**src/rtl/aes_vec_seq_pkg.sv**
```systemverilog
// Shared types and constants for the AES known-answer vector sequencer.
package aes_vec_seq_pkg;

    localparam int AES_W = 128;

    localparam logic [1:0] KS128 = 2'b00;
    localparam logic [1:0] KS192 = 2'b01;
    localparam logic [1:0] KS256 = 2'b10;

    typedef enum logic [2:0] {
        S_IDLE,
        S_WAIT_KEY,
        S_ISSUE,
        S_WAIT_ENC,
        S_ISSUE_DEC,
        S_WAIT_DEC,
        S_CHECK,
        S_DONE
    } state_e;

    // Both 2'b10 and 2'b11 select a 256-bit key; store a single canonical code.
    function automatic logic [1:0] norm_ks(input logic [1:0] ks);
        case (ks)
            2'b00:   return KS128;
            2'b01:   return KS192;
            default: return KS256;
        endcase
    endfunction

endpackage

```
**src/rtl/aes_vec_cmp.sv**
```systemverilog
// Registered 128-bit equality check; flag holds until cleared or reloaded.
module aes_vec_cmp
    import aes_vec_seq_pkg::*;
(
    input  logic             clk,
    input  logic             rst_n,
    input  logic             clr,
    input  logic             en,
    input  logic [AES_W-1:0] a,
    input  logic [AES_W-1:0] b,
    output logic             mismatch
);

    logic mismatch_d, mismatch_q;

    always_comb begin
        mismatch_d = mismatch_q;
        if (clr) begin
            mismatch_d = 1'b0;
        end else if (en) begin
            mismatch_d = (a != b);
        end
    end

    always_ff @(posedge clk or negedge rst_n) begin
        if (!rst_n) begin
            mismatch_q <= 1'b0;
        end else begin
            mismatch_q <= mismatch_d;
        end
    end

    assign mismatch = mismatch_q;

endmodule

```
**src/rtl/aes_vec_seq.sv**
```systemverilog
// Runs a stored table of AES known-answer vectors through an external engine
// and accumulates pass/fail status, optionally round-tripping via the decryptor.
module aes_vec_seq
    import aes_vec_seq_pkg::*;
#(
    parameter int NVEC     = 4,
    parameter int TMO      = 64,
    parameter bit LOOPBACK = 1'b0,
    localparam int IW      = (NVEC > 1) ? $clog2(NVEC) : 1
) (
    input  logic             eph1,
    input  logic             reset_n,
    input  logic             wr_en,
    input  logic [IW-1:0]    wr_idx,
    input  logic [AES_W-1:0] wr_plain,
    input  logic [AES_W-1:0] wr_expect,
    input  logic [1:0]       wr_key_size,
    input  logic             start,
    input  logic             key_ready,
    output logic             enc_ready,
    output logic [AES_W-1:0] enc_plain,
    output logic [1:0]       enc_key_size,
    input  logic             enc_done,
    input  logic [AES_W-1:0] enc_out,
    output logic             dec_ready,
    output logic [AES_W-1:0] dec_cipher,
    input  logic             dec_done,
    input  logic [AES_W-1:0] dec_out,
    output logic             busy,
    output logic             done,
    output logic             pass,
    output logic [4:0]       fail_cnt,
    output logic [3:0]       first_fail,
    output logic             tmo_err
);

    logic [AES_W-1:0] plain_tbl  [NVEC];
    logic [AES_W-1:0] expect_tbl [NVEC];
    logic [1:0]       ks_tbl     [NVEC];

    state_e           state_d, state_q;
    logic [IW-1:0]    idx_d, idx_q;
    logic [7:0]       tmo_cnt_d, tmo_cnt_q;
    logic             tmo_err_d, tmo_err_q;
    logic [4:0]       fail_cnt_d, fail_cnt_q;
    logic [3:0]       first_fail_d, first_fail_q;
    logic [AES_W-1:0] enc_plain_d, enc_plain_q;
    logic [1:0]       enc_ks_d, enc_ks_q;
    logic [AES_W-1:0] enc_cap_d, enc_cap_q;
    logic             enc_mis, dec_mis, fail_ev, adv, tmo_hit, last_vec, wr_ok;

    function automatic logic [4:0] sat_inc(input logic [4:0] v);
        return (v == 5'd31) ? v : v + 5'd1;
    endfunction

    // Table is plain storage: no reset, writable only between runs.
    assign wr_ok = wr_en && !busy && (32'(wr_idx) < NVEC);

    always_ff @(posedge eph1) begin
        if (wr_ok) begin
            plain_tbl[wr_idx]  <= wr_plain;
            expect_tbl[wr_idx] <= wr_expect;
            ks_tbl[wr_idx]     <= norm_ks(wr_key_size);
        end
    end

    aes_vec_cmp u_cmp_enc (
        .clk      (eph1),
        .rst_n    (reset_n),
        .clr      (state_q == S_ISSUE),
        .en       ((state_q == S_WAIT_ENC) && enc_done),
        .a        (enc_out),
        .b        (expect_tbl[idx_q]),
        .mismatch (enc_mis)
    );

    aes_vec_cmp u_cmp_dec (
        .clk      (eph1),
        .rst_n    (reset_n),
        .clr      (state_q == S_ISSUE),
        .en       (LOOPBACK && (state_q == S_WAIT_DEC) && dec_done),
        .a        (dec_out),
        .b        (plain_tbl[idx_q]),
        .mismatch (dec_mis)
    );

    assign tmo_hit  = (tmo_cnt_q == 8'(TMO - 1));
    assign last_vec = (32'(idx_q) == NVEC - 1);

    always_comb begin
        state_d      = state_q;
        idx_d        = idx_q;
        tmo_cnt_d    = tmo_cnt_q;
        tmo_err_d    = tmo_err_q;
        fail_cnt_d   = fail_cnt_q;
        first_fail_d = first_fail_q;
        enc_plain_d  = enc_plain_q;
        enc_ks_d     = enc_ks_q;
        enc_cap_d    = enc_cap_q;
        fail_ev      = 1'b0;
        adv          = 1'b0;
        case (state_q)
            S_IDLE, S_DONE: begin
                if (start) begin
                    state_d      = S_WAIT_KEY;
                    idx_d        = '0;
                    tmo_err_d    = 1'b0;
                    fail_cnt_d   = '0;
                    first_fail_d = '0;
                end
            end
            S_WAIT_KEY: if (key_ready) state_d = S_ISSUE;
            S_ISSUE: begin
                state_d   = S_WAIT_ENC;
                tmo_cnt_d = '0;
            end
            S_WAIT_ENC: begin
                if (enc_done) begin
                    enc_cap_d = enc_out;
                    state_d   = LOOPBACK ? S_ISSUE_DEC : S_CHECK;
                end else if (tmo_hit) begin
                    tmo_err_d = 1'b1;
                    fail_ev   = 1'b1;
                    adv       = 1'b1;
                end else begin
                    tmo_cnt_d = tmo_cnt_q + 8'd1;
                end
            end
            S_ISSUE_DEC: begin
                state_d   = S_WAIT_DEC;
                tmo_cnt_d = '0;
            end
            S_WAIT_DEC: begin
                if (dec_done) begin
                    state_d = S_CHECK;
                end else if (tmo_hit) begin
                    tmo_err_d = 1'b1;
                    fail_ev   = 1'b1;
                    adv       = 1'b1;
                end else begin
                    tmo_cnt_d = tmo_cnt_q + 8'd1;
                end
            end
            S_CHECK: begin
                fail_ev = enc_mis || dec_mis;
                adv     = 1'b1;
            end
            default: state_d = S_IDLE;
        endcase

        // A timed-out vector skips CHECK but advances exactly as CHECK would.
        if (adv) begin
            if (last_vec) begin
                state_d = S_DONE;
            end else begin
                idx_d   = idx_q + IW'(1);
                state_d = key_ready ? S_ISSUE : S_WAIT_KEY;
            end
        end

        if (fail_ev) begin
            if (fail_cnt_q == 5'd0) first_fail_d = 4'(idx_q);
            fail_cnt_d = sat_inc(fail_cnt_q);
        end

        if (state_d == S_ISSUE) begin
            enc_plain_d = plain_tbl[idx_d];
            enc_ks_d    = ks_tbl[idx_d];
        end
    end

    always_ff @(posedge eph1 or negedge reset_n) begin
        if (!reset_n) begin
            state_q      <= S_IDLE;
            idx_q        <= '0;
            tmo_cnt_q    <= '0;
            tmo_err_q    <= 1'b0;
            fail_cnt_q   <= '0;
            first_fail_q <= '0;
            enc_plain_q  <= '0;
            enc_ks_q     <= '0;
            enc_cap_q    <= '0;
        end else begin
            state_q      <= state_d;
            idx_q        <= idx_d;
            tmo_cnt_q    <= tmo_cnt_d;
            tmo_err_q    <= tmo_err_d;
            fail_cnt_q   <= fail_cnt_d;
            first_fail_q <= first_fail_d;
            enc_plain_q  <= enc_plain_d;
            enc_ks_q     <= enc_ks_d;
            enc_cap_q    <= enc_cap_d;
        end
    end

    assign busy         = (state_q != S_IDLE) && (state_q != S_DONE);
    assign done         = (state_q == S_DONE);
    assign pass         = done && (fail_cnt_q == 5'd0) && !tmo_err_q;
    assign enc_ready    = (state_q == S_ISSUE);
    assign dec_ready    = LOOPBACK && (state_q == S_ISSUE_DEC);
    assign enc_plain    = enc_plain_q;
    assign enc_key_size = enc_ks_q;
    assign dec_cipher   = LOOPBACK ? enc_cap_q : '0;
    assign fail_cnt     = fail_cnt_q;
    assign first_fail   = first_fail_q;
    assign tmo_err      = tmo_err_q;

endmodule

```
**config.mk**
```make
export PLATFORM = sky130hd
export DESIGN_NAME = aes_vec_seq
export DESIGN_NICKNAME = d
export VERILOG_FILES = /design/src/rtl/aes_vec_seq_pkg.sv /design/src/rtl/aes_vec_cmp.sv /design/src/rtl/aes_vec_seq.sv
export SDC_FILE = /design/constraint.sdc
export NUM_CORES = 1
export LEC_CHECK = 0
export BUFFER_PORTS_ARGS = -buffer_cell sky130_fd_sc_hd__buf_2
export CAP_MARGIN = 20
export CORE_AREA = 2 2 485 246
export CTS_CLUSTER_DIAMETER = 40
export DETAILED_ROUTE_END_ITERATION = 6
export DIE_AREA = 0 0 487 248
export GPL_ROUTABILITY_DRIVEN = 0
export GPL_TIMING_DRIVEN = 0
export PLACE_DENSITY_LB_ADDON = 0.05
export REMOVE_ABC_BUFFERS = 1
export SLEW_MARGIN = 20
export SYNTH_ARGS = -nofsm -noshare
export SYNTH_HDL_FRONTEND = slang
export SYNTH_SLANG_ARGS = --single-unit
export TNS_END_PERCENT = 10
```
**constraint.sdc**
```tcl
create_clock -name eph1 -period 23.9 [get_ports eph1]
set_input_delay 0 -clock eph1 [delete_from_list [all_inputs] [get_ports eph1]]
set_output_delay 0 -clock eph1 [all_outputs]
set_load 0.02 [all_outputs]
```
# Word level (Yosys, flattened, before mapping)
# Memory sizes are Yosys's and may differ from the RTL's. A register that Yosys moved wholly into a read port is not among the register bits.
# Cells that the tools add are included.
dict set report op_classes {
  n_addsub 3
  eq_ne 18
  mux 40
  reduce_logical 23
}
# cell n
set op_table {}
lappend op_table {{!= test 128 bit} 1}
lappend op_table {{2-to-1 mux 8 bit} 3}
lappend op_table {{case mux 8 bit (3 select lines)} 1}
lappend op_table {{2-to-1 mux 5 bit} 4}
lappend op_table {{2-to-1 mux 3 bit} 6}
lappend op_table {{case mux 3 bit (6 select lines)} 1}
lappend op_table {{2-to-1 mux 4 bit} 4}
lappend op_table {{equality test 3 bit, second input constant} 4}
lappend op_table {{2-to-1 mux 2 bit} 6}
lappend op_table {{2-to-1 mux 1 bit} 11}
lappend op_table {{equality test 3 x 2 -> 1 bit, second input constant} 3}
lappend op_table {{case mux 1 bit (3 select lines)} 3}
lappend op_table {{nonzero test 3 bit} 3}
lappend op_table {{adder 8 x 1 -> 8 bit, second input constant} 1}
lappend op_table {{equality test 8 x 6 -> 1 bit, second input constant} 1}
lappend op_table {{!= test 2 bit, second input constant} 4}
lappend op_table {{AND reduction 3 bit} 2}
lappend op_table {{nonzero test 2 bit} 3}
lappend op_table {{adder 5 x 1 -> 5 bit, second input constant} 1}
lappend op_table {{equality test 5 bit, second input constant} 1}
lappend op_table {{logical AND 1 bit} 5}
lappend op_table {{zero test 5 bit} 1}
lappend op_table {{zero test 1 bit} 4}
lappend op_table {{case mux 2 bit (2 select lines)} 1}
lappend op_table {{other kinds (9)} 10}
dict set report word_totals {
  reg_bits 24
  ram_bits 1032
  inputBits 523
  output_inout_bits 273
  elab_cells 94
  mem_count 3
}
# memory depth width rd rd_clocked_by_memory_dff wr line_no
set mem_list {}
lappend mem_list {expect_tbl 4 128 1 0 1 aes_vec_seq.sv:38} ;# logic [AES_W-1:0] expect_tbl [NVEC];
lappend mem_list {plain_tbl 4 128 1 1 1 aes_vec_seq.sv:37} ;# logic [AES_W-1:0] plain_tbl [NVEC];
lappend mem_list {ks_tbl 4 2 1 1 1 aes_vec_seq.sv:39} ;# logic [1:0] ks_tbl [NVEC];

# Depth between registers and ports, before layout
# Gate-level depths: netlist of the first run.
dict set report logic_depth {
  word_depth 6
  mapped_depth 13
  mapped_depth_nobuf 9
}

# By module
# A second synthesis of the first run with hierarchy kept.
dict set report hier_totals {
  cells_unflattened 2838
  area_unflattened_um2 51292.9
}
# module instances cells_each area_per_inst_um2 seq_area_each_um2
set by_module_without_submodules {}
lappend by_module_without_submodules {aes_vec_seq 1 2380 48074.9 34818.4}
lappend by_module_without_submodules {aes_vec_cmp 2 229 1609.0 25.0}

# Worst setup path before layout of the first run
# OpenSTA, ideal clock, no wires.
dict set report synth_path {
  path_kind {reg-to-reg}
  startpoint {reg state_q[1]}
  endpoint {mem expect_tbl[1][0] (enable)}
  setup_time_ns 1.244
  t_arrival_ns 19.792
  t_required_ns 22.656
  path_slack_ns 2.865
  stages_incl_launch_ff 6
  path_buffers 1
  period_less_slack_ns 21.035
  path_cell_list {dfrtp_1 > buf_1 > or3_1 > nand2_1 > nand2_1 > nor3b_1}
}
dict set report synth_between {
  elab_chain_cells 6
  word_cells_on_any_way 7
  cone_classes {eq/ne (1); mux (2); reduce/logical (4)}
}
# element line_no
set synth_rtl {}
lappend synth_rtl {{start, declared} aes_vec_seq.sv:41} ;# state_e state_d, state_q;
lappend synth_rtl {{start signal, assigned} aes_vec_seq.sv:184} ;# state_q <= state_d;
lappend synth_rtl {{!= test 3 bit or nonzero test 3 bit (tied branches)} aes_vec_seq.sv:196} ;# assign busy = (state_q != S_IDLE) && (state_q != S_DONE);
lappend synth_rtl {{logical AND 1 bit *} aes_vec_seq.sv:196}
lappend synth_rtl {{zero test 1 bit *} aes_vec_seq.sv:57} ;# assign wr_ok = wr_en && !busy && (32'(wr_idx) < NVEC);
lappend synth_rtl {{logical AND 1 bit *} aes_vec_seq.sv:57}
lappend synth_rtl {{2-to-1 mux 1 bit *} aes_vec_seq.sv:60} ;# if (wr_ok) begin
lappend synth_rtl {{2-to-1 mux 1 bit (not written as such) *} aes_vec_seq.sv:62} ;# expect_tbl[wr_idx] <= wr_expect;
lappend synth_rtl {{end, declared} aes_vec_seq.sv:38}
# Every way passes the cells marked *; elsewhere a longest branch is shown, timed or not.

# Final worst setup path of the first run
dict set report layout_path {
  startpoint {reg idx_q[0]}
  endpoint {reg u_cmp_enc.mismatch_q, in the netlist u_cmp_enc.mismatch}
}
dict set report layout_between {
  elab_chain_cells 4
}
# element line_no
set layout_rtl {}
lappend layout_rtl {{start, declared} aes_vec_seq.sv:42} ;# logic [IW-1:0] idx_d, idx_q;
lappend layout_rtl {{start signal, assigned} aes_vec_seq.sv:185} ;# idx_q <= idx_d;
lappend layout_rtl {{memory (4 x 128 bit)} n/a}
lappend layout_rtl {{!= test 128 bit} aes_vec_cmp.sv:21} ;# mismatch_d = (a != b);
lappend layout_rtl {{2-to-1 mux 1 bit} aes_vec_cmp.sv:20} ;# end else if (en) begin
lappend layout_rtl {{2-to-1 mux 1 bit} aes_vec_cmp.sv:18} ;# if (clr) begin
lappend layout_rtl {{end signal, assigned} aes_vec_cmp.sv:29} ;# mismatch_q <= mismatch_d;
lappend layout_rtl {{end, declared} aes_vec_cmp.sv:14} ;# logic mismatch_d, mismatch_q;
# No other way between the ends. The select of a mux whose other input is x is not followed.
# A chain may end at the register's enable or synchronous reset.

==> results.md, run 1 <==
* Drt total wl at approximately 130 mm
* Area after DPL at around 52000 sq um
* TritonCTS clock tree: done
* # DRC at 0
* Syn avg cell area at ~18 sq um
* Family with the most delay on the worst path: simple AND/OR/NAND/NOR gates
* FF+latch count, synth at 1186
* Comb pwr share at 0.308
* Final hold vios at 0
* Switching share of power at 0.3135
* Skew-Pair Late Insertion Delay at 0.72 ns
* Mapped Cells at approximately 2600
* DRT Pass-1 Iters at 5
* Critical path, cell by cell: buf_16 > buf_16 > mux2i_1 > a311oi_1 > o311ai_0 > nor4_1 > and4_1 > nand4_1 > nor4_1 > a211oi_1 > dlygate4sd3_1
* P_int at around 4.6 mW
* Critical path class: register to register
* Number of synthesized flops with an enable pin at 1032
* Commonest non-fill, non-tap cells in the layout: edfxtp_1 (1032), buf_2 (537), dlygate4sd3_1 (378), mux2i_1 (254), a21oi_1 (159)
* Worst-Margin Slew at approximately 1.3 ns
* Detailed Route Iter0 Violations at roughly 1800
* Unique masters post-synth at just under 60
* Vias/cell at ~5
* Commonest non-fill, non-tap cell in the layout: edfxtp_1
* Tot GR Track Use at 0.2043
* M2 GR Usage at 0.3402
* Fill cells at ~9600
* CP Launch Type: register
* Worst min path class: primary input to register
* Total grt overflow at 0
* Vias in the first global route at about 28000
* Unrepaired setup endpoints after global routing: no
* Met3 global-route usage at 0.05292
* DR WL/cell at 23.54 um
* Crit path DAT at between 6 and 7 ns
* Hold path depth at 2
* Initial antenna violation count at 30
* Crit-path slowest cell: a311oi_1
* Via count at 27100
* Synth warn at 0
* Register share of total power at 0.391
* CP max stage delay at 1.12 ns
* Post-DRT Antenna Nets at 0
* R2R depth at 11
* Core Rows at between 80 and 90
* FFs w/ async S/R, synth at 0.1298
* Clk sink count at ~1200
* Die W at 487 um
* Period utilization at 0.2496
* Layout Nets at between 4000 and 5000
* Fin Clk Skew at 0.02263 ns
* Critical Path End Type: register
* IO Pins at 796
* Switching Power at around 2.1 mW
* CP required at around 25 ns
* Die ar. at around 120000 sq um
* Top FF cell, synth: edfxtp_1
* GR peak layer: met2
* P&R area growth vs syn at 30.18%
* Clk buf depth at 3
* Buf/Inv on CP at 3
* Worst reg2reg path endpoint: u_cmp_enc.mismatch
* Layout cells sized above 1 at 0.2997
* Final instance area at ~60000 sq um
* Post-synthesis sequential area ratio at 0.7528
* Root buf cell: clkbuf_16
* CP Max Fanout at 34
* Core Box Area at roughly 120000 sq um
* Worst slew margin at 0.09663
* Worst r2r src: idx_q[0]
* First-pass GRT wire length at approximately 180 mm
* Power per standard cell area at about 110 nW/um^2
* Slew Limit Fails at 0
* PortBufs at approximately 540
* Hold buffers post-CTS at about 380
* Maximum vdd drop at 60.72 uV
* Hold path startpoint: wr_plain[65]
* Post-CTS Resized at 0
* Initial Util at 0.3963
* Fmax at 167.6 MHz
* Grt met1 use at 0.2662
* Pin count of the biggest net entering global routing at 74
* Pleak at about 22 nW
* Clock share of power at 0.300
* H-tree depth at 3
* Cts bufs inserted at between 100 and 150
* Worst reg-to-reg setup slack at approximately 18 ns
* Status: finished, final reports clean
* Clock Pin Slew Worst Setup and Hold Paths at about 0.06 ns
* Period minus WS final at 5.967 ns
* Synth Cell Area at between 40000 and 50000 sq um
* Post-DP HPWL at around 89 mm
* Die Y at around 250 um
* Post-CTS setup buffer count at 0
* Final setup viols at 0
* Hold endpoint: plain_tbl[0][65]
* Core Util, Final at 0.5158
* Max_cap viols at 0
==> area by class of cell <==
| type | count | area (sq um) | share of cell area |
|---|---|---|---|
| multi-input combinational | 1265 | 10350 | 0.1718 |
| inverter | 24 | 90.09 | 0.001495 |
| sequential | 1186 | 34850 | 0.5784 |
| tap | 1547 | 1936 | 0.03212 |
| clock buffer | 140 | 3172 | 0.05264 |
| clock inverter | 87 | 1075 | 0.01784 |
| antenna | 16 | 40.04 | 0.0006645 |
| timing repair buffer | 1095 | 8740 | 0.1450 |
==> cell usage after synthesis (6+ instances only) <==
| cell type | n | share of area |
|---|---|---|
| edfxtp_1 | 1032 | 0.67 |
| mux2i_1 | 254 | 0.055 |
| a21oi_1 | 159 | 0.017 |
| o22ai_1 | 155 | 0.021 |
| buf_4 | 154 | 0.025 |
| dfrtp_1 | 154 | 0.083 |
| mux2_2 | 135 | 0.033 |
| mux4_2 | 69 | 0.034 |
| xnor2_1 | 57 | 0.011 |
| clkbuf_1 | 55 | 0.0045 |
| nand2_1 | 49 | 0.0040 |
| nor2_1 | 34 | 0.0028 |
| o21ai_0 | 32 | 0.0035 |
| buf_2 | 28 | 0.0030 |
| inv_1 | 24 | 0.0019 |
| xor2_1 | 21 | 0.0040 |
| nand4_1 | 20 | 0.0027 |
| nor3_1 | 13 | 0.0014 |
| nand3_1 | 12 | 0.0013 |
| a221oi_1 | 10 | 0.0019 |
| a211oi_1 | 9 | 0.0015 |
| a22oi_1 | 9 | 0.0015 |
| a2111oi_0 | 7 | 0.0013 |
| and2_1 | 7 | 0.00095 |
| and3_1 | 7 | 0.00095 |
| o221ai_1 | 6 | 0.0011 |
| or4_1 | 6 | 0.00097 |
==> power groups by stage <==
stage	Sequential [mW]	Clock (mW)	Combinational [mW]
after floorplan	2.91	0	1.41
final	2.62	2.01	2.06
after global routing	2.64	2.14	2.21
after global placement	2.90	0	2.38
after CTS	2.62	2.06	2.09
after detailed placement	2.66	0	2.02
==> metal layers <==
| layer | share of wire | wire length [um] | vias up |
|---|---|---|---|
| met5 | 0.00045 | 57 | - |
| met4 | 0.022 | 2811 | 10 |
| met3 | 0.067 | 8410 | 199 |
| met2 | 0.49 | 62060 | 737 |
| met1 | 0.42 | 52840 | 13880 |
| li1 | - | - | 12280 |
==> logic make-up (layout without fill, tap and decap cells) <==
kind of cell,count (synthesis),in the layout,synth area share
XOR/XNOR,78,78,0.01476
adder cells (fa/ha/maj),5,5,0.001352
flip-flops,1186,1186,0.7528
AND/OR/NAND/NOR,171,171,0.01865
buffers and inverters,268,1346,0.03530
other,1,145,0.00008101
AO/OA/AOI/OAI,423,423,0.05547
multiplexers,459,459,0.1216
==> flip-flops by register name, summed over array words and instances (netlist names) <==
name,flops
tmo_cnt_q,8
state_q,3
enc_key_size,2
idx_q,2
plain_tbl,512
tmo_err,1
ks_tbl,8
u_cmp_enc.mismatch,1
first_fail,4
enc_plain,128
expect_tbl,512
fail_cnt,5
==> how the worst max path moves through the flow <==
stage / startpoint / endpoint / slack, ns / cells after the start
detailed placement: idx_q[0] / u_cmp_enc.mismatch / 18.85 / 10
global route: idx_q[0] / u_cmp_enc.mismatch / 17.80 / 11
finish: idx_q[0] / u_cmp_enc.mismatch / 17.93 / 11
floorplan: idx_q[0] / enc_key_size[0] / -4.58 / 4
CTS: idx_q[0] / u_cmp_enc.mismatch / 18.25 / 11
global placement: idx_q[0] / enc_plain[51] / -30.11 / 4
==> per-stage QoR <==
stage	hold slack, ns	instances	setup TNS [ns]	setup slack [ns]	total power [mW]
after CTS	0.0001448	5343	0	18.25	6.763
after floorplan	-0.2956	2475	-600.07	-4.583	4.322
final	0.03919	5360	0	17.93	6.694
after global routing	0.007149	5356	0	17.80	6.997
after global placement	0.2069	4560	-	-30.11	5.282
after detailed placement	-0.1737	4738	0	18.85	4.685
(Power assumes the default switching activity.)
==> run 2, diff against run 1 <==
--- a/config.mk
+++ b/config.mk
@@ -5,12 +5,13 @@
 export SDC_FILE = /design/constraint.sdc
 export NUM_CORES = 1
 export LEC_CHECK = 0
+export ABC_AREA = 1
 export BUFFER_PORTS_ARGS = -buffer_cell sky130_fd_sc_hd__buf_2
 export CAP_MARGIN = 20
-export CORE_AREA = 2 2 485 246
+export CORE_AREA = 2 2 507 257
 export CTS_CLUSTER_DIAMETER = 40
 export DETAILED_ROUTE_END_ITERATION = 6
-export DIE_AREA = 0 0 487 248
+export DIE_AREA = 0 0 509 259
 export GPL_ROUTABILITY_DRIVEN = 0
 export GPL_TIMING_DRIVEN = 0
 export PLACE_DENSITY_LB_ADDON = 0.05
==> constraint.sdc (replaced) <==
create_clock -name eph1 -period 6 [get_ports eph1]
set_input_delay 0 -clock eph1 [delete_from_list [all_inputs] [get_ports eph1]]
set_output_delay 0 -clock eph1 [all_outputs]
set_load 0.02 [all_outputs]
==> run 2 against run 1 <==
  * Via count up 28%
  * Fmax increased by 4.9%
  * Clock-buffer cell count increased by 32
  * Final area up 8.0%
  * Critical endpoint unchanged
  * Clock power increased to 4.3 times the previous value
  * Combinational power rose to 5.5 times the previous value
==> results.md, run 2 <==
* Status: finished, final reports clean
* Clk sink count at between 1000 and 1500
* Maximum vdd drop at slightly below 400 uV
* Commonest non-fill, non-tap cell in the layout: nand2_1
* Setup Slack @ Placement at ~1.3 ns
* H-tree depth at 4
* Mapped Cells at between 4000 and 5000
* Max_cap viols at 0
* Final hold vios at 0
* Critical Path End Type: register
* Core Util, Final at 0.5100
* Root buf cell: clkbuf_16
* Layout cells sized above 1 at 0.1700
* # DRC at 0
* Fmax at between 150 and 200 MHz
* Post-synth top area cell: edfxtp_1
* Fill cells at ~12000
* Detailed Route Iter0 Violations at 2236
* CP max stage delay at 0.68 ns
* Crit path DAT at approximately 6.3 ns
* Commonest non-fill, non-tap cells in the layout: nand2_1 (1652), edfxtp_1 (1032), nand3_1 (537), buf_2 (537), dlygate4sd3_1 (416)
* Count leader, synth: nand2_1
* Total grt overflow at 0
* Layout Nets at 6175
* Clk buf depth at 3
* Synth top area cells: edfxtp_1 (61%), nand2_1 (12%), dfrtp_1 (7.6%)
* Skew-Pair Late Insertion Delay at approximately 0.75 ns
* Post-DP HPWL at about 93 mm
* Final setup viols at 0
* Initial Util at 0.3967
* Initial antenna violation count at 30
* Area after DPL at roughly 56000 sq um
* DR WL/cell at 19.11 um
* Synth warn at 0
* Period minus WS final at about 5.7 ns
* First-pass GRT wire length at about 220 mm
* Synth Cell Area at between 50000 and 60000 sq um
* Post-CTS Resized at 0
* Power per standard cell area at ~470 nW/um^2
* CP Launch Type: register
* Setup slack after layout at slightly above 0.3 ns
* Worst-Margin Slew at approximately 1 ns
* Period utilization at 0.9483
* Worst min path class: primary input to register
* Hold WS at around 0.03 ns
* P&R area growth vs syn at 28.57%
* Unique masters post-synth at 36
* Die W at ~510 um
* Via count at approximately 35000
* IO Pins at about 800
* Post-synth top cells: nand2_1 (1653), edfxtp_1 (1032), nand3_1 (537), nand3b_1 (324), inv_1 (307)
* Setup TNS at 0 ns
* Crit-path slowest cell: dfrtp_4
* FFs w/ async S/R, synth at 0.1298
* FF+latch count, synth at approximately 1200
* Post-synthesis sequential area ratio at 0.6881
* Worst slew margin at 0.3386
* Post-CTS setup buffer count at 0
* Post-DRT Antenna Nets at 0
* Unrepaired setup endpoints after global routing: no
* Vias/cell at between 4 and 5
* Pleak at about 28 nW
* DRT Pass-1 Iters at 7
* Pin count of the biggest net entering global routing at 100
* Vias in the first global route at roughly 34000
* Tot GR Track Use at 0.2164
* Syn avg cell area at approximately 11 sq um
* Core Box Area at between 100000 and 150000 sq um
* CP Max Fanout at 84
* Slew Limit Fails at 0
* Critical path, cell by cell: buf_12 > clkinv_4 > buf_16 > nand2_1 > nand3_1 > nand2_1 > nand2_1 > nand2_1 > dlygate4sd3_1 > nor3_1 > dlygate4sd3_1 > nand3_1 > dlygate4sd3_1 > nor2_1 > nand3_1 > dlygate4sd3_1 > nor2_1 > nor2_1
* CP required at between 6 and 7 ns
* Critical path class: register to register
* Die ar. at between 100000 and 150000 sq um
* Clock Pin Slew Worst Setup and Hold Paths at roughly 0.06 ns
* Fin Clk Skew at around 0.03 ns
* Cts bufs inserted at 135
* Die Y at roughly 260 um
* TritonCTS clock tree: done
* Final instance area at around 65000 sq um
* PortBufs at between 500 and 600
* Synth top area share at 0.6120
* Core Rows at a little over 90
* Drt total wl at between 100 and 150 mm
* Number of synthesized flops with an enable pin at around 1000
* Top FF cell, synth: edfxtp_1
[run 2: stage by stage]
step	cells	power, mW
5_1_grt	7486	32.46
3_5_place_dp	6803	21.73
3_3_place_gp	6607	21.22
2_1_floorplan	4359	17.90
4_1_cts	7469	30.85
6_report	7487	30.43
[run 2: cell type report]
class | instances | area (sq um) | share of cell area
well taps | 1710 | 2140 | 0.03286
clock inverters | 77 | 972.2 | 0.01493
inverters | 312 | 1199 | 0.01841
multi-input cells | 2861 | 13080 | 0.2009
diodes | 18 | 45.04 | 0.0006919
clock buffers | 172 | 3726 | 0.05723
repair buffers | 1151 | 9092 | 0.1397
flip-flops and latches | 1186 | 34850 | 0.5353
[run 2: power breakdown]
| group | internal [mW] | switching (mW) |
|---|---|---|
| registers | 9.98 | 0.422 |
| clock network | 5.22 | 3.50 |
| logic | 3.67 | 7.64 |
| total | 18.9 | 11.6 |
[run 2: critical path: cells and delay by family, from the launching register on]
family | cells | cell delay [ns]
buffers and inverters | 7 | 3.27
and+or+nand+nor | 11 | 1.42
DFF | 1 | 0.68
[run 2: cells by family after synthesis]
family / share of synthesized area
compound gates: 0.006499
xor+xnor: 0.005362
fa+ha+maj: 0.001236
buf+inv: 0.06432
flops: 0.6881
other cells: 0.00007406
simple gates: 0.2344
[run 2: final timing paths]
path	startpoint	end	slack [ns]	cells after the start
max in group asynchronous	reset_n	idx_q[1]	4.65	5
max	idx_q[0]	u_cmp_enc.mismatch	0.31	18
min	wr_en	expect_tbl[2][40]	0.03	3
min in group asynchronous	reset_n	tmo_cnt_q[2]	0.33	4
min reg2reg	enc_plain[99]	enc_plain[99]	0.47	2
max reg2reg	idx_q[0]	u_cmp_enc.mismatch	0.31	18
[run 2: metal layers]
| metal | share of wire | track usage | up-vias | wire length (um) |
|---|---|---|---|---|
| met3 | 0.041 | 0.03539 | 210 | 5799 |
| met4 | 0.020 | 0.06887 | 14 | 2921 |
| met2 | 0.47 | 0.3471 | 593 | 67630 |
| met5 | 0.00066 | 0 | - | 95 |
| li1 | - | - | 17360 | - |
| met1 | 0.47 | 0.3014 | 16620 | 66640 |
[run 2: repair_timing]
item                                    4_1_cts  5_1_grt
hold buffers                                417        0
hold endpoints to repair                   1343        0
endpoints found under the setup margin        0        0
==> run 3, diff against run 2 <==
--- a/config.mk
+++ b/config.mk
@@ -15,7 +15,6 @@
 export GPL_ROUTABILITY_DRIVEN = 0
 export GPL_TIMING_DRIVEN = 0
 export PLACE_DENSITY_LB_ADDON = 0.05
-export REMOVE_ABC_BUFFERS = 1
 export SLEW_MARGIN = 20
 export SYNTH_ARGS = -nofsm -noshare
 export SYNTH_HDL_FRONTEND = slang
==> run 3 against run 2 <==
  * Power rose by 3.0%
  * Largest cell class unchanged
  * Critical endpoint unchanged
  * Final cell count rose by 3.5%
  * Combinational power rose by 11%
  * Critical path depth fell by 3
  * Core utilization rose by 0.94 points
  * Clock-buffer cell count rose by 4
  * Worst hold slack improved by 0.012 ns
==> results.md, run 3 (synthesis results as in run 2) <==
* Slew Limit Fails at 0
* Core Util, Final at 0.5194
* Period utilization at 0.8399
* Crit path DAT at 5.65 ns
* Skew-Pair Late Insertion Delay at between 0.7 and 0.8 ns
* Post-CTS setup buffer count at 0
* Layout Nets at 6426
* Worst min path class: primary input to register
* Power per standard cell area at around 470 nW/um^2
* Maximum vdd drop at ~230 uV
* DRT Pass-1 Iters at 6
* CP Launch Type: register
* Worst-Margin Slew at 1.172 ns
* Fmax at roughly 200 MHz
* TritonCTS clock tree: done
* Hold WS at 0.04307 ns
* Pleak at 28.18 nW
* Detailed Route Iter0 Violations at around 3500
* P&R area growth vs syn at 30.94%
* Commonest non-fill, non-tap cell in the layout: nand2_1
* Post-DP HPWL at between 100 and 150 mm
* Max_cap viols at 0
* Vias in the first global route at 35460
* Initial antenna violation count at 29
* IO Pins at 796
* Critical path class: register to register
* Total grt overflow at 0
* Drt total wl at 165.7 mm
* Worst slew margin at 0.2185
* DR WL/cell at between 20 and 25 um
* Clk buf depth at 3
* Final instance area at 66300 sq um
* Power Total at ~31 mW
* PortBufs at 538
* Clk sink count at around 1200
* Fin Clk Skew at about 0.025 ns
* H-tree depth at 4
* Die Y at around 260 um
* Hold path depth at 2
* Layout cells sized above 1 at 0.1855
* Commonest non-fill, non-tap cells in the layout: nand2_1 (1651), edfxtp_1 (1032), buf_2 (617), nand3_1 (537), dlygate4sd3_1 (401)
* CP required at ~6.6 ns
* Status: finished, final reports clean
* Unrepaired setup endpoints after global routing: no
* Final setup viols at 0
* Post-DRT Antenna Nets at 0
* Critical Path End Type: register
* Area after DPL at 57690 sq um
* CP Max Fanout at 10
* Initial Util at 0.3967
* R2R depth at 15
* Period minus WS final at a little over 5 ns
* Core Box Area at 127600 sq um
* Cts bufs inserted at roughly 140
* First-pass GRT wire length at between 200 and 250 mm
* Root buf cell: clkbuf_16
* Tot GR Track Use at 0.2489
* Die ar. at between 100000 and 150000 sq um
* Core Rows at 93
* Via count at 37120
* Clock Pin Slew Worst Setup and Hold Paths at ~0.06 ns
* Vias/cell at between 4 and 5
* Die W at 509 um
* # DRC at 0
* Pin count of the biggest net entering global routing at 79
* Fill cells at around 12000
* Final hold vios at 0
[run 3: path summary, 6_finish.rpt]
path | slack (ns) | startpoint | to
worst max-delay path | 0.96 | idx_q[1] | u_cmp_enc.mismatch
worst min-delay path | 0.04 | wr_expect[3] | expect_tbl[3][3]
worst max register to register | 0.96 | idx_q[1] | u_cmp_enc.mismatch
worst min register to register | 0.47 | enc_plain[51] | enc_plain[51]
max in group asynchronous | 4.73 | reset_n | enc_plain[106]
min in group asynchronous | 0.35 | reset_n | enc_plain[64]
[run 3: where the power goes]
group	internal (mW)	total, mW	switching [mW]
clock	4.90	8.45	3.55
combinational	3.68	12.5	8.87
sequential	9.98	10.4	0.372
total	18.6	31.4	12.8
[run 3: stage by stage]
step	instances	setup WS [ns]	setup TNS (ns)
floorplan	4716	-1.574	-1590.59
global placement	6964	-7.903	-7862.31
detailed placement	7066	1.767	0
CTS	7720	1.199	0
global route	7739	0.8990	0
finish	7746	0.9609	0
[run 3: layout make-up]
cell class                      instances  area (sq um)  area share
Antenna cell                           26         65.06   0.0009813
Buffer                                357          2088     0.03150
Clock buffer                          176          3826     0.05771
Clock inverter                         77         704.4     0.01062
Inverter                              312          1171     0.01766
Multi-Input combinational cell       2861         13090      0.1973
Sequential cell                      1186         34840      0.5255
Tap cell                             1710          2140     0.03227
Timing Repair Buffer                 1041          8379      0.1264
[run 3: repair_timing]
action                                 in CTS  in global routing
endpoints found under the hold margin    1394                  0
resized for setup                           0                  0
hold buffers                              401                  0
[run 3: routing by layer]
metal  vias to the layer above  global-route usage  wire (um)
li1                      17880                   -          -
met1                     17750              0.3791      79130
met2                      1264              0.3505      68840
met3                       208             0.06385      14340
met4                        14             0.06035       2930
met5                         -             0.01816        426
[run 3: worst max-delay path: stages, from the launching register on]
cell           delay (ns)
dfrtp_1              0.44
inv_1                0.11
clkbuf_1             0.80
clkbuf_1             0.84
nand3_1              0.26
nand3_1              0.48
nand2_1              0.11
nor2_1               0.13
nand2_1              0.08
nor2_1               0.29
nand2_1              0.10
nor2_1               0.35
nand3_1              0.13
nor2_1               0.18
nor2_1               0.06
dlygate4sd3_1        0.55
